## src/rtl/n64_responder.sv

```systemverilog
// n64_responder: controller-side N64 serial-line responder for Reset/Status/Get commands.
// Optional synchronized-line glitch filter is enabled by defining N64_RESPONDER_GLITCH_FILTER_EN.
module n64_responder #(
  parameter int UNIT_CYCLES = 27
) (
  input  logic        Clock,
  input  logic        Reset,
  input  logic        Line_in,
  output logic        Line_drive_low,
  input  logic [31:0] Buttons,
  output logic [7:0]  Cmd,
  output logic        Cmd_valid,
  output logic        Busy
);

  localparam int CNT_W = $clog2(8 * UNIT_CYCLES + 1);
  localparam logic [CNT_W-1:0] CNT_ZERO  = {CNT_W{1'b0}};
  localparam logic [CNT_W-1:0] CNT_STEP  = {{(CNT_W-1){1'b0}}, 1'b1};
  localparam logic [CNT_W-1:0] T_1U_LAST = CNT_W'(UNIT_CYCLES - 1);
  localparam logic [CNT_W-1:0] T_2U      = CNT_W'(2 * UNIT_CYCLES);
  localparam logic [CNT_W-1:0] T_2U_LAST = CNT_W'(2 * UNIT_CYCLES - 1);
  localparam logic [CNT_W-1:0] T_3U_LAST = CNT_W'(3 * UNIT_CYCLES - 1);
  localparam logic [CNT_W-1:0] T_4U_LAST = CNT_W'(4 * UNIT_CYCLES - 1);
  localparam logic [CNT_W-1:0] T_8U_LAST = CNT_W'(8 * UNIT_CYCLES - 1);

  typedef enum logic [2:0] {
    ST_IDLE    = 3'd0,
    ST_RX_LOW  = 3'd1,
    ST_RX_HIGH = 3'd2,
    ST_RX_STOP = 3'd3,
    ST_TURN    = 3'd4,
    ST_TX_LOW  = 3'd5,
    ST_TX_HIGH = 3'd6,
    ST_TX_STOP = 3'd7
  } state_t;

  state_t           state_r;
  state_t           state_next_s;
  logic             line_meta_r;
  logic             line_sync_r;
  logic             line_prev_r;
  logic             line_s;
  logic             fall_s;
  logic             rise_s;
  logic [CNT_W-1:0] cnt_r;
  logic [5:0]       bit_cnt_r;
  logic [7:0]       rx_shift_r;
  logic [31:0]      tx_shift_r;
  logic [5:0]       tx_len_r;
  logic [7:0]       cmd_r;
  logic             cmd_valid_r;
  logic             drive_r;
  logic             busy_r;
  logic             drive_next_s;
  logic             busy_next_s;
  logic [CNT_W-1:0] low_last_s;
  logic [CNT_W-1:0] high_last_s;

  // Two-flop synchronizer; reset low so a line held low through reset is not seen as a fresh edge
  always_ff @(posedge Clock) begin
    if (Reset) begin
      line_meta_r <= 1'b0;
      line_sync_r <= 1'b0;
    end else begin
      line_meta_r <= Line_in;
      line_sync_r <= line_meta_r;
    end
  end

`ifdef N64_RESPONDER_GLITCH_FILTER_EN
  logic filt_h1_r;
  logic filt_h2_r;
  logic filt_r;
  logic filt_agree_s;

  assign filt_agree_s = (line_sync_r == filt_h1_r) && (filt_h1_r == filt_h2_r);

  // Filter history: the filtered level moves only after three equal synchronized samples
  always_ff @(posedge Clock) begin
    if (Reset) begin
      filt_h1_r <= 1'b0;
      filt_h2_r <= 1'b0;
      filt_r    <= 1'b0;
    end else begin
      filt_h1_r <= line_sync_r;
      filt_h2_r <= filt_h1_r;
      if (filt_agree_s) begin
        filt_r <= line_sync_r;
      end else begin
        filt_r <= filt_r;
      end
    end
  end

  assign line_s = filt_agree_s ? line_sync_r : filt_r;
`else
  assign line_s = line_sync_r;
`endif

  assign fall_s      = line_prev_r & ~line_s;
  assign rise_s      = ~line_prev_r & line_s;
  assign low_last_s  = tx_shift_r[31] ? T_1U_LAST : T_3U_LAST;
  assign high_last_s = tx_shift_r[31] ? T_3U_LAST : T_1U_LAST;

  // State register
  always_ff @(posedge Clock) begin
    if (Reset) begin
      state_r <= ST_IDLE;
    end else begin
      state_r <= state_next_s;
    end
  end

  // Next-state logic
  always_comb begin
    state_next_s = state_r;
    case (state_r)
      ST_IDLE: begin
        if (fall_s) state_next_s = ST_RX_LOW;
        else        state_next_s = ST_IDLE;
      end
      ST_RX_LOW: begin
        if (rise_s)                  state_next_s = ST_RX_HIGH;
        else if (cnt_r >= T_8U_LAST) state_next_s = ST_IDLE;
        else                         state_next_s = ST_RX_LOW;
      end
      ST_RX_HIGH: begin
        if (fall_s) begin
          if (bit_cnt_r == 6'd8) state_next_s = ST_RX_STOP;
          else                   state_next_s = ST_RX_LOW;
        end else if (cnt_r >= T_4U_LAST) begin
          state_next_s = ST_IDLE;
        end else begin
          state_next_s = ST_RX_HIGH;
        end
      end
      ST_RX_STOP: begin
        if (rise_s)                  state_next_s = ST_TURN;
        else if (cnt_r >= T_8U_LAST) state_next_s = ST_IDLE;
        else                         state_next_s = ST_RX_STOP;
      end
      ST_TURN: begin
        if (tx_len_r == 6'd0)        state_next_s = ST_IDLE;
        else if (cnt_r >= T_2U_LAST) state_next_s = ST_TX_LOW;
        else                         state_next_s = ST_TURN;
      end
      ST_TX_LOW: begin
        if (cnt_r >= low_last_s) state_next_s = ST_TX_HIGH;
        else                     state_next_s = ST_TX_LOW;
      end
      ST_TX_HIGH: begin
        if (cnt_r >= high_last_s) begin
          if (bit_cnt_r == (tx_len_r - 6'd1)) state_next_s = ST_TX_STOP;
          else                                state_next_s = ST_TX_LOW;
        end else begin
          state_next_s = ST_TX_HIGH;
        end
      end
      ST_TX_STOP: begin
        if (cnt_r >= T_2U_LAST) state_next_s = ST_IDLE;
        else                    state_next_s = ST_TX_STOP;
      end
      default: state_next_s = ST_IDLE;
    endcase
  end

  // Output decode from the next state so the registered outputs line up with the state
  always_comb begin
    drive_next_s = 1'b0;
    busy_next_s  = 1'b0;
    case (state_next_s)
      ST_IDLE: begin
        drive_next_s = 1'b0;
        busy_next_s  = 1'b0;
      end
      ST_TX_LOW, ST_TX_STOP: begin
        drive_next_s = 1'b1;
        busy_next_s  = 1'b1;
      end
      default: begin
        drive_next_s = 1'b0;
        busy_next_s  = 1'b1;
      end
    endcase
  end

  // Datapath: phase timer, bit counter, shift registers and registered outputs
  always_ff @(posedge Clock) begin
    if (Reset) begin
      line_prev_r <= 1'b0;
      cnt_r       <= CNT_ZERO;
      bit_cnt_r   <= 6'd0;
      rx_shift_r  <= 8'h00;
      tx_shift_r  <= 32'h0000_0000;
      tx_len_r    <= 6'd0;
      cmd_r       <= 8'h00;
      cmd_valid_r <= 1'b0;
      drive_r     <= 1'b0;
      busy_r      <= 1'b0;
    end else begin
      line_prev_r <= line_s;
      cmd_valid_r <= 1'b0;
      drive_r     <= drive_next_s;
      busy_r      <= busy_next_s;
      if ((state_next_s != state_r) || (state_r == ST_IDLE)) begin
        cnt_r <= CNT_ZERO;
      end else begin
        cnt_r <= cnt_r + CNT_STEP;
      end
      case (state_r)
        ST_IDLE: begin
          bit_cnt_r  <= 6'd0;
          rx_shift_r <= 8'h00;
        end
        ST_RX_LOW: begin
          if (rise_s) begin
            rx_shift_r <= {rx_shift_r[6:0], (cnt_r < T_2U)};
            bit_cnt_r  <= bit_cnt_r + 6'd1;
          end
        end
        ST_RX_STOP: begin
          // Buttons are captured on the same edge as the command so later changes cannot leak in
          if (rise_s) begin
            cmd_r       <= rx_shift_r;
            cmd_valid_r <= 1'b1;
            bit_cnt_r   <= 6'd0;
            case (rx_shift_r)
              8'h00, 8'hFF: begin
                tx_shift_r <= 32'h0500_0200;
                tx_len_r   <= 6'd24;
              end
              8'h01: begin
                tx_shift_r <= Buttons;
                tx_len_r   <= 6'd32;
              end
              default: begin
                tx_shift_r <= 32'h0000_0000;
                tx_len_r   <= 6'd0;
              end
            endcase
          end
        end
        ST_TX_HIGH: begin
          if (cnt_r >= high_last_s) begin
            tx_shift_r <= {tx_shift_r[30:0], 1'b0};
            bit_cnt_r  <= bit_cnt_r + 6'd1;
          end
        end
        default: begin
          bit_cnt_r <= bit_cnt_r;
        end
      endcase
    end
  end

  assign Line_drive_low = drive_r;
  assign Cmd            = cmd_r;
  assign Cmd_valid      = cmd_valid_r;
  assign Busy           = busy_r;

endmodule
```

## config.mk

```make
export PLATFORM = sky130hd
export DESIGN_NAME = n64_responder
export DESIGN_NICKNAME = d
export VERILOG_FILES = /design/src/rtl/n64_responder.sv
export SDC_FILE = /design/constraint.sdc
export NUM_CORES = 1
export LEC_CHECK = 0
export CAP_MARGIN = 20
export CORE_MARGIN = 1
export CORE_UTILIZATION = 55
export DETAILED_ROUTE_END_ITERATION = 10
export PLACE_DENSITY = 0.85
export SLEW_MARGIN = 0
export SYNTH_ARGS = -nofsm -noshare
export SYNTH_HDL_FRONTEND = slang
export SYNTH_SLANG_ARGS = --single-unit
```

## constraint.sdc

```tcl
create_clock -name Clock -period 3 [get_ports Clock]
set_input_delay 0.75 -clock Clock [delete_from_list [all_inputs] [get_ports Clock]]
set_output_delay 0.75 -clock Clock [all_outputs]
set_load 0.005 [all_outputs]
```

==> metrics, run 1 <==
area growth from synthesis to final layout=18.1%; Placed Instance Area=4020 um^2; proportion of synthesized chip area in sequential cells=0.410; IO Port Bufs=45; type of destination of the critical path=register; Finished Layout Cells=544; share of the synthesized area in the top cell type=0.410; dpl hpwl=5280 um; cell with the largest stage delay on the worst path=sky130_fd_sc_hd__a2111oi_0; CP startpoint kind=register; CTS tree=yes; Placeable Area=6100 um^2; worst min path class=reg2reg; Reg2Reg Launch Point=cnt_r[0]; static leakage=1.45 nW; number of buffers created by CTS=9; number of cells on the critical path=8; count of distinct cell types in the synthesized netlist=52; floorplan row count=28; final weighted congestion in routability-driven placement=0.926; R2R Path End=cnt_r[0]; fraction of final layout cells sized beyond drive strength 1=0.0746; # Max-Cap Violations=0; list of cells traversed by the critical path=inv_1, ha_1, nor3b_1, or3_1, a2111oi_0, nor4_1, o21ai_2, a211oi_1; Crit. Startpoint=cnt_r[0]; Ant. Diodes=0; Switching Power=0.000419 W; normalized max-slew margin=0.378; Worst Max-Slew Pin Slew=932 ps; clock transition at the registers of the reported paths=70 ps; Clk network pwr share=0.421; final-layout fill cell count=484; number of register bits inferred by synthesis=73; largest net degree at the start of global routing=60; run status=complete, no violations; vertical die dimension=82.5 um; Die Width=82.5 um; Buffers & Inverters on Critical Path=1; total of cells resized after clock tree synthesis=0; number of flops mapped to enable cells by yosys=0; initial drt markers=260; worst path required time=3210 ps; Synth Warn #=0; post-CTS setup repair buffer count=0; cell internal pwr=0.00141 W; clock latency on the worst-skew pair=350 ps; I/O pin cnt=46; Synth area leaders=sky130_fd_sc_hd__dfxtp_1 41%, sky130_fd_sc_hd__a221oi_1 6.9%, sky130_fd_sc_hd__nor2_1 5.8%; antenna violations before repair=0; RSZ-0062 raised after global routing=false; summed area of non-filler cells in the final layout=4210 um^2; post-synthesis xor/xnor area fraction=0.0270; CP Max Fanout=8; number of cells on the worst reg-to-reg path=8; count of vias placed by the detailed router=3,284; wirelength, routed=7800 um; routed wirelength normalized by instance count=14.3 um; post-synthesis cell type with the largest combined area=sky130_fd_sc_hd__dfxtp_1; power share of the combinational group=0.045; GR Overflow Total=0; reg-to-reg setup timing slack=410 ps; clock tree skew after final layout=13.7 ps; share of the synthesized area in compound gates (AO/OA/AOI/OAI)=0.205; Setup TNS Final=0 ps; share of cell area taken by muxes after synthesis=0; DR vias/cell=6.04; mean post-synth cell area=8.25 um^2; net count of the mapped netlist=479; total count of max-transition violations in the final report=0; Largest delay share family, worst path=compound AO/OA/AOI/OAI gates; number of instances in the synthesized netlist=432; flip-flop cell with the highest count after synthesis=sky130_fd_sc_hd__dfxtp_1; total global-route track usage=0.244; end of the critical path=cnt_r[0]; switch share=0.230; fin crit period=2590 ps; depth of the worst hold-timing path=1; Arrival @ worst endpoint=2800 ps; Total Nets Final=511; Clock H-tree levels=3; Final ANT Viol Nets=0; ratio of final minimum period to clock period=0.863; share of synthesized registers carrying an async set or reset=0; number of clock sinks=73; Cell Pwr Density=434 nW/um^2; number of endpoints with negative hold slack in the final report=0; die area=6810 um^2; peak supply drop=0.285 mV; # setup viols final=0; sequential group share of total power=0.534; clock buffer depth=2; # placed instances=528; DRC violation count after routing=0; effective utilization at floorplan=0.585; first-pass GRT wire length=12,700 um; detailed-routing iteration count for the pre-antenna-repair pass=4; Synth Area in Adders=0.0421; Root Buffer Master=sky130_fd_sc_hd__clkbuf_8; crit-path max cell delay=620 ps; Synth Area in Simple Gates=0.260; maximum clock rate=386 MHz; category of the most critical setup path=reg2reg; Post-Synthesis Cell Area=3570 um^2; vias in the first global route=2,870; final core area utilization=0.691; number of hold buffers added after cts=0; combinational family with the most area after synthesis=simple AND/OR/NAND/NOR gates
==> cell usage after synthesis (all sizes together), types with 4 or more instances <==
cell,instances
nor3,37
clkbuf,18
nand3,17
o21ai,5
ha,12
or3,4
nand2,47
inv,11
nor2,55
buf,15
a211oi,14
and2,5
dfxtp,73
nor2b,8
a221oi,28
xnor2,9
a21oi,31
==> flip-flops by register name, indices dropped and copies added (netlist names), 2 cells and up <==
| register | flops |
|---|---|
| rx_shift_r | 8 |
| tx_len_r | 2 |
| cnt_r | 8 |
| state_r | 3 |
| tx_shift_r | 32 |
| bit_cnt_r | 6 |
| Cmd | 8 |
==> cells in the final DEF, fill, tap and decap left out, types with 11 or more instances in the layout <==
cell,Yosys,routed
sky130_fd_sc_hd__dfxtp_1,73,73
sky130_fd_sc_hd__nor2_1,55,54
sky130_fd_sc_hd__clkdlybuf4s50_1,0,44
sky130_fd_sc_hd__inv_1,11,11
sky130_fd_sc_hd__a211oi_1,14,14
sky130_fd_sc_hd__nand3_1,17,17
sky130_fd_sc_hd__a21oi_1,31,31
sky130_fd_sc_hd__ha_1,12,12
sky130_fd_sc_hd__nor3_1,35,35
sky130_fd_sc_hd__nand2_1,46,46
sky130_fd_sc_hd__a221oi_1,28,28
==> how the worst min path moves through the flow <==
stage	slack, ps	start	endpoint
3_5_place_dp	430	line_meta_r	line_s
6_report	440	line_meta_r	line_s
2_1_floorplan	410	line_meta_r	line_s
4_1_cts	450	line_meta_r	line_s
3_3_place_gp	420	line_meta_r	line_s
5_1_grt	460	line_meta_r	line_s
==> final cells by class <==
| type | count | area, um^2 | share of cell area |
|---|---|---|---|
| inverter | 11 | 41.3 | 0.00981 |
| timing repair buffer | 54 | 513 | 0.122 |
| sequential | 73 | 1460 | 0.347 |
| multi-input combinational | 315 | 1910 | 0.453 |
| clock buffer | 10 | 128 | 0.0303 |
| clock inverter | 6 | 67.6 | 0.0160 |
| tap | 75 | 93.8 | 0.0223 |
==> layer usage <==
| metal | up-vias | part of all wire | global-route usage |
|---|---|---|---|
| li1 | 1616 | - | - |
| met1 | 1559 | 0.45 | 0.314 |
| met2 | 95 | 0.47 | 0.384 |
| met3 | 14 | 0.057 | 0.0505 |
| met4 | 0 | 0.014 | 0.126 |
| met5 | - | 0 | 0 |
==> power groups by stage <==
| stage | Combinational, W | Clock (W) | Sequential [W] |
|---|---|---|---|
| finish | 0.0000828 | 0.000768 | 0.000975 |
| global route | 0.0000881 | 0.000817 | 0.000976 |
| CTS | 0.0000826 | 0.000782 | 0.000975 |
| detailed placement | 0.0000823 | 0 | 0.000998 |
| global placement | 0.0000819 | 0 | 0.000998 |
| floorplan | 0.0000304 | 0 | 0.000996 |
==> kinds of logic (layout without fill, tap and decap cells) <==
logic type	after synthesis	in the layout
compound gates	99	99
fa+ha+maj	12	12
buf+inv	44	81
simple gates	193	193
flops	73	73
xor+xnor	11	11
==> through the flow <==
step | power (W) | hold slack [ps] | worst slack (ps)
CTS | 0.00184 | 448 | 447
global placement | 0.00108 | 421 | 591
finish | 0.00183 | 443 | 412
detailed placement | 0.00108 | 430 | 446
floorplan | 0.00103 | 414 | 742
global route | 0.00188 | 463 | 152
Note: power is estimated with default switching activity, not from simulation.
==> run 2, diff against run 1 <==
--- a/config.mk
+++ b/config.mk
@@ -8,6 +8,7 @@
 export CAP_MARGIN = 20
 export CORE_MARGIN = 1
 export CORE_UTILIZATION = 55
+export CTS_BUF_LIST = sky130_fd_sc_hd__clkbuf_4 sky130_fd_sc_hd__clkbuf_8 sky130_fd_sc_hd__clkbuf_16
 export DETAILED_ROUTE_END_ITERATION = 10
 export PLACE_DENSITY = 0.85
 export SLEW_MARGIN = 0
==> run 2 against run 1 <==
Compared with the run above:
- clock skew fell by 0.53 ps
- core utilization is 0.062 points higher
- first-iteration DRC count increased by 23%
- critical path depth is the same
- critical endpoint is now cnt_r[2]
==> metrics, run 2 (synthesis gave the netlist of run 1 again) <==
run status=complete, no violations; final weighted congestion in routability-driven placement=0.926; Worst Max-Slew Pin Slew=929 ps; final-layout fill cell count=483; clock transition at the registers of the reported paths=70 ps; cell with the largest stage delay on the worst path=sky130_fd_sc_hd__a2111oi_0; floorplan row count=28; Total Nets Final=511; vertical die dimension=82.5 um; total of cells resized after clock tree synthesis=0; crit-path max cell delay=620 ps; worst path required time=3210 ps; Arrival @ worst endpoint=2790 ps; # setup viols final=0; register containing the most flip-flops in the final layout=tx_shift_r; area growth from synthesis to final layout=18.2%; wirelength, routed=7860 um; vias in the first global route=2,857; Final ANT Viol Nets=0; first-pass GRT wire length=12,700 um; clock latency on the worst-skew pair=350 ps; Die Width=82.5 um; # placed instances=528; cell internal pwr=0.00142 W; IO Port Bufs=45; clock buffer depth=2; CP Max Fanout=8; number of endpoints with negative hold slack in the final report=0; Clk network pwr share=0.423; ratio of final minimum period to clock period=0.859; detailed-routing iteration count for the pre-antenna-repair pass=5; DR vias/cell=6.01; Setup TNS Final=0 ps; maximum clock rate=388 MHz; Buffers & Inverters on Critical Path=1; effective utilization at floorplan=0.585; list of cells traversed by the critical path=inv_1, ha_1, nor3b_1, or3_1, a2111oi_0, nor4_1, o21ai_2, a211oi_1; peak supply drop=0.300 mV; number of cells on the worst reg-to-reg path=8; CP startpoint kind=register; normalized max-slew margin=0.381; fraction of final layout cells sized beyond drive strength 1=0.0768; post-CTS setup repair buffer count=0; RSZ-0062 raised after global routing=false; summed area of non-filler cells in the final layout=4210 um^2; fin crit period=2580 ps; Finished Layout Cells=544; power share of the combinational group=0.045; Cell Pwr Density=435 nW/um^2; static leakage=1.45 nW; DRC violation count after routing=0; die area=6810 um^2; routed wirelength normalized by instance count=14.4 um; largest net degree at the start of global routing=60; commonest cells after routing, fill and taps aside=73 x sky130_fd_sc_hd__dfxtp_1, 54 x sky130_fd_sc_hd__nor2_1, 46 x sky130_fd_sc_hd__nand2_1; CTS tree=yes; sequential group share of total power=0.532; clock tree skew after final layout=13.2 ps; total count of max-transition violations in the final report=0; Clock H-tree levels=3; category of the most critical setup path=reg2reg; antenna violations before repair=0; count of vias placed by the detailed router=3,270; initial drt markers=319; dpl hpwl=5280 um; total power after layout=0.00183 W; number of hold buffers added after cts=0; Root Buffer Master=sky130_fd_sc_hd__clkbuf_8; Ant. Diodes=0; type of destination of the critical path=register; Largest delay share family, worst path=compound AO/OA/AOI/OAI gates; # Max-Cap Violations=0; Placed Instance Area=4020 um^2; total global-route track usage=0.244; most frequent standard cell in the layout excluding fill and tap cells=sky130_fd_sc_hd__dfxtp_1; number of clock sinks=73; switch share=0.227; I/O pin cnt=46; depth of the worst hold-timing path=1; worst min path class=reg2reg; number of buffers created by CTS=9; Largest register FFs=32; Placeable Area=6100 um^2; GR Overflow Total=0; Switching Power=0.000417 W; number of cells on the critical path=8
-- run 2: area by class of cell --
class	count	area (um^2)	area share
clock buffer	10	131	0.0312
clock inverter	6	67.6	0.0160
inverter	11	41.3	0.00980
multi-input combinational	315	1910	0.452
sequential	73	1460	0.347
tap	75	93.8	0.0223
timing repair buffer	54	513	0.122
-- run 2: through the flow --
step                worst slack [ps]  hold WS, ps   util
detailed placement               446          430  0.659
finish                           423          443  0.691
global route                     152          463  0.691
floorplan                        742          414      -
global placement                 591          421  0.659
CTS                              447          448  0.691
-- run 2: power by group through the flow --
stage          Clock, W  Sequential, W  Combinational, W
6_report       0.000774       0.000975         0.0000827
5_1_grt        0.000826       0.000976         0.0000881
4_1_cts        0.000786       0.000975         0.0000827
3_5_place_dp          0       0.000998         0.0000823
3_3_place_gp          0       0.000998         0.0000819
2_1_floorplan         0       0.000996         0.0000304
-- run 2: per-layer routing --
metal,wire (um),up-vias,track usage
met5,0,-,0
met4,127,0,0.119
met3,367,14,0.0527
met2,3740,93,0.384
met1,3620,1550,0.315
li1,-,1613,-
-- run 2: final timing paths --
| check | from | slack (ps) | end |
|---|---|---|---|
| max | cnt_r[0] | 420 | cnt_r[2] |
| min | line_meta_r | 440 | line_s |
| max reg2reg | cnt_r[0] | 420 | cnt_r[2] |
| min reg2reg | line_meta_r | 440 | line_s |
==> run 3, diff against run 2 <==
--- a/config.mk
+++ b/config.mk
@@ -10,7 +10,7 @@
 export CORE_UTILIZATION = 55
 export CTS_BUF_LIST = sky130_fd_sc_hd__clkbuf_4 sky130_fd_sc_hd__clkbuf_8 sky130_fd_sc_hd__clkbuf_16
 export DETAILED_ROUTE_END_ITERATION = 10
-export PLACE_DENSITY = 0.85
+export PLACE_DENSITY = 0.79
 export SLEW_MARGIN = 0
 export SYNTH_ARGS = -nofsm -noshare
 export SYNTH_HDL_FRONTEND = slang
==> constraint.sdc (replaced) <==
create_clock -name Clock -period 3 [get_ports Clock]
set_input_delay 0.75 -clock Clock [delete_from_list [all_inputs] [get_ports Clock]]
set_output_delay 0.75 -clock Clock [all_outputs]
set_load 0.02 [all_outputs]
==> run 3 against run 2 <==
Compared with the run above:
- routed wire length is 0.43% higher
- via count is 1.3% lower
- count of clock-buffer cells in the layout stayed put
- critical path depth stayed put
- die area is the same
- sequential cell count unchanged
- register-to-register slack lost 30 ps
- clock power decreased by 8.7%
- setup slack worse by 26 ps
- cell count is the same
- global-route usage grew 0.80 points
- design area shrank 0.45%
- highest routed layer unchanged
==> metrics, run 3 (synthesis gave the netlist of run 1 again) <==
run status=complete, no violations; ratio of final minimum period to clock period=0.868; IO Port Bufs=45; Arrival @ worst endpoint=2830 ps; detailed-routing iteration count for the pre-antenna-repair pass=5; routed wirelength normalized by instance count=14.5 um; largest net degree at the start of global routing=60; # Max-Cap Violations=0; maximum clock rate=384 MHz; peak supply drop=0.380 mV; I/O pin cnt=46; Worst Max-Slew Pin Slew=923 ps; Crit. Startpoint=cnt_r[1]; footprint of the multi-input gates=1910 um^2; CP startpoint kind=register; initial drt markers=216; Cell Pwr Density=421 nW/um^2; vias in the first global route=2,811; static leakage=1.44 nW; most frequent standard cell in the layout excluding fill and tap cells=sky130_fd_sc_hd__dfxtp_1; Setup TNS Final=0 ps; CP Max Fanout=8; final-layout fill cell count=527; floorplan row count=28; # setup viols final=0; number of endpoints with negative hold slack in the final report=0; fraction of final layout cells sized beyond drive strength 1=0.0768; Die Width=82.5 um; Placeable Area=6100 um^2; clock buffer depth=2; number of hold buffers added after cts=0; Hold Path End=Cmd[0]; dpl hpwl=5360 um; type of destination of the critical path=register; area growth from synthesis to final layout=17.6%; Final ANT Viol Nets=0; total count of max-transition violations in the final report=0; normalized max-slew margin=0.385; register area=1460 um^2; worst path required time=3230 ps; post-CTS setup repair buffer count=0; Placed Instance Area=4020 um^2; number of buffers created by CTS=9; total global-route track usage=0.252; number of clock sinks=73; count of vias placed by the detailed router=3,226; total of cells resized after clock tree synthesis=0; summed area of non-filler cells in the final layout=4200 um^2; Root Buffer Master=sky130_fd_sc_hd__clkbuf_8; Final Worst Setup Slack=396 ps; category of the most critical setup path=reg2reg; vertical die dimension=82.5 um; R2R Path End=cnt_r[5]; antenna violations before repair=0; clock tree skew after final layout=10.1 ps; reg-to-reg setup timing slack=400 ps; worst min path class=reg2reg; Reg2Reg Launch Point=cnt_r[1]; Total Nets Final=511; effective utilization at floorplan=0.585; depth of the worst hold-timing path=2; fin crit period=2600 ps; DRC violation count after routing=0; GR Overflow Total=0; startpoint of the lowest-slack hold path=Cmd[0]; Ant. Diodes=0; RSZ-0062 raised after global routing=false; commonest cells after routing, fill and taps aside=73 x sky130_fd_sc_hd__dfxtp_1, 54 x sky130_fd_sc_hd__nor2_1, 46 x sky130_fd_sc_hd__nand2_1; clock transition at the registers of the reported paths=80 ps; register containing the most flip-flops in the final layout=tx_shift_r; first-pass GRT wire length=13,100 um; wirelength, routed=7890 um; clock latency on the worst-skew pair=360 ps; Clock H-tree levels=3; CTS tree=yes; number of cells on the worst reg-to-reg path=8; DR vias/cell=5.93; pre-CTS setup slack=478 ps; Largest register FFs=32; final weighted congestion in routability-driven placement=0.878; die area=6810 um^2
run 3: cell type report:
cell class | instances | area share
well taps | 75 | 0.0224
repair buffers | 54 | 0.122
multi-input cells | 315 | 0.454
clock buffers | 10 | 0.0328
flip-flops and latches | 73 | 0.348
clock inverters | 6 | 0.0101
inverters | 11 | 0.00984
run 3: worst max-delay path by stage:
stage | cells after the start | slack [ps] | end
after floorplan | 8 | 740 | cnt_r[0]
after global placement | 8 | 590 | Line_drive_low
after detailed placement | 8 | 480 | cnt_r[1]
after CTS | 8 | 440 | cnt_r[1]
after global routing | 8 | 170 | cnt_r[5]
final | 8 | 400 | cnt_r[5]
run 3: routing by layer:
| layer | global-route usage | up-vias | wire (um) | part of all wire |
|---|---|---|---|---|
| met1 | 0.327 | 1497 | 3650 | 0.46 |
| met4 | 0.100 | 0 | 136 | 0.017 |
| met3 | 0.0582 | 15 | 428 | 0.054 |
| li1 | - | 1616 | - | - |
| met2 | 0.403 | 98 | 3680 | 0.47 |
| met5 | 0 | - | 0 | 0 |
run 3: power by group:
| group | internal, W | switching (W) | total, W |
|---|---|---|---|
| Clock | 0.000323 | 0.000384 | 0.000707 |
| Sequential | 0.000971 | 0.00000389 | 0.000975 |
| Combinational | 0.0000483 | 0.0000351 | 0.0000833 |
run 3: worst max-delay path: stages (launching register included):
cell and delay (ps):
sky130_fd_sc_hd__dfxtp_1 400, sky130_fd_sc_hd__inv_1 120, sky130_fd_sc_hd__ha_1 190, sky130_fd_sc_hd__nor3b_1 140, sky130_fd_sc_hd__or3_1 370, sky130_fd_sc_hd__a2111oi_0 610
sky130_fd_sc_hd__nor4_1 150, sky130_fd_sc_hd__o21ai_2 390, sky130_fd_sc_hd__a211oi_1 100
run 3: metrics by stage:
step,power (W),utilization,hold WS (ps),instances
final,0.00177,0.688,456,544
after global routing,0.00182,0.688,465,544
after CTS,0.00178,0.688,455,544
after detailed placement,0.00108,0.659,445,528
after global placement,0.00108,0.659,437,528
after floorplan,0.00103,-,414,432
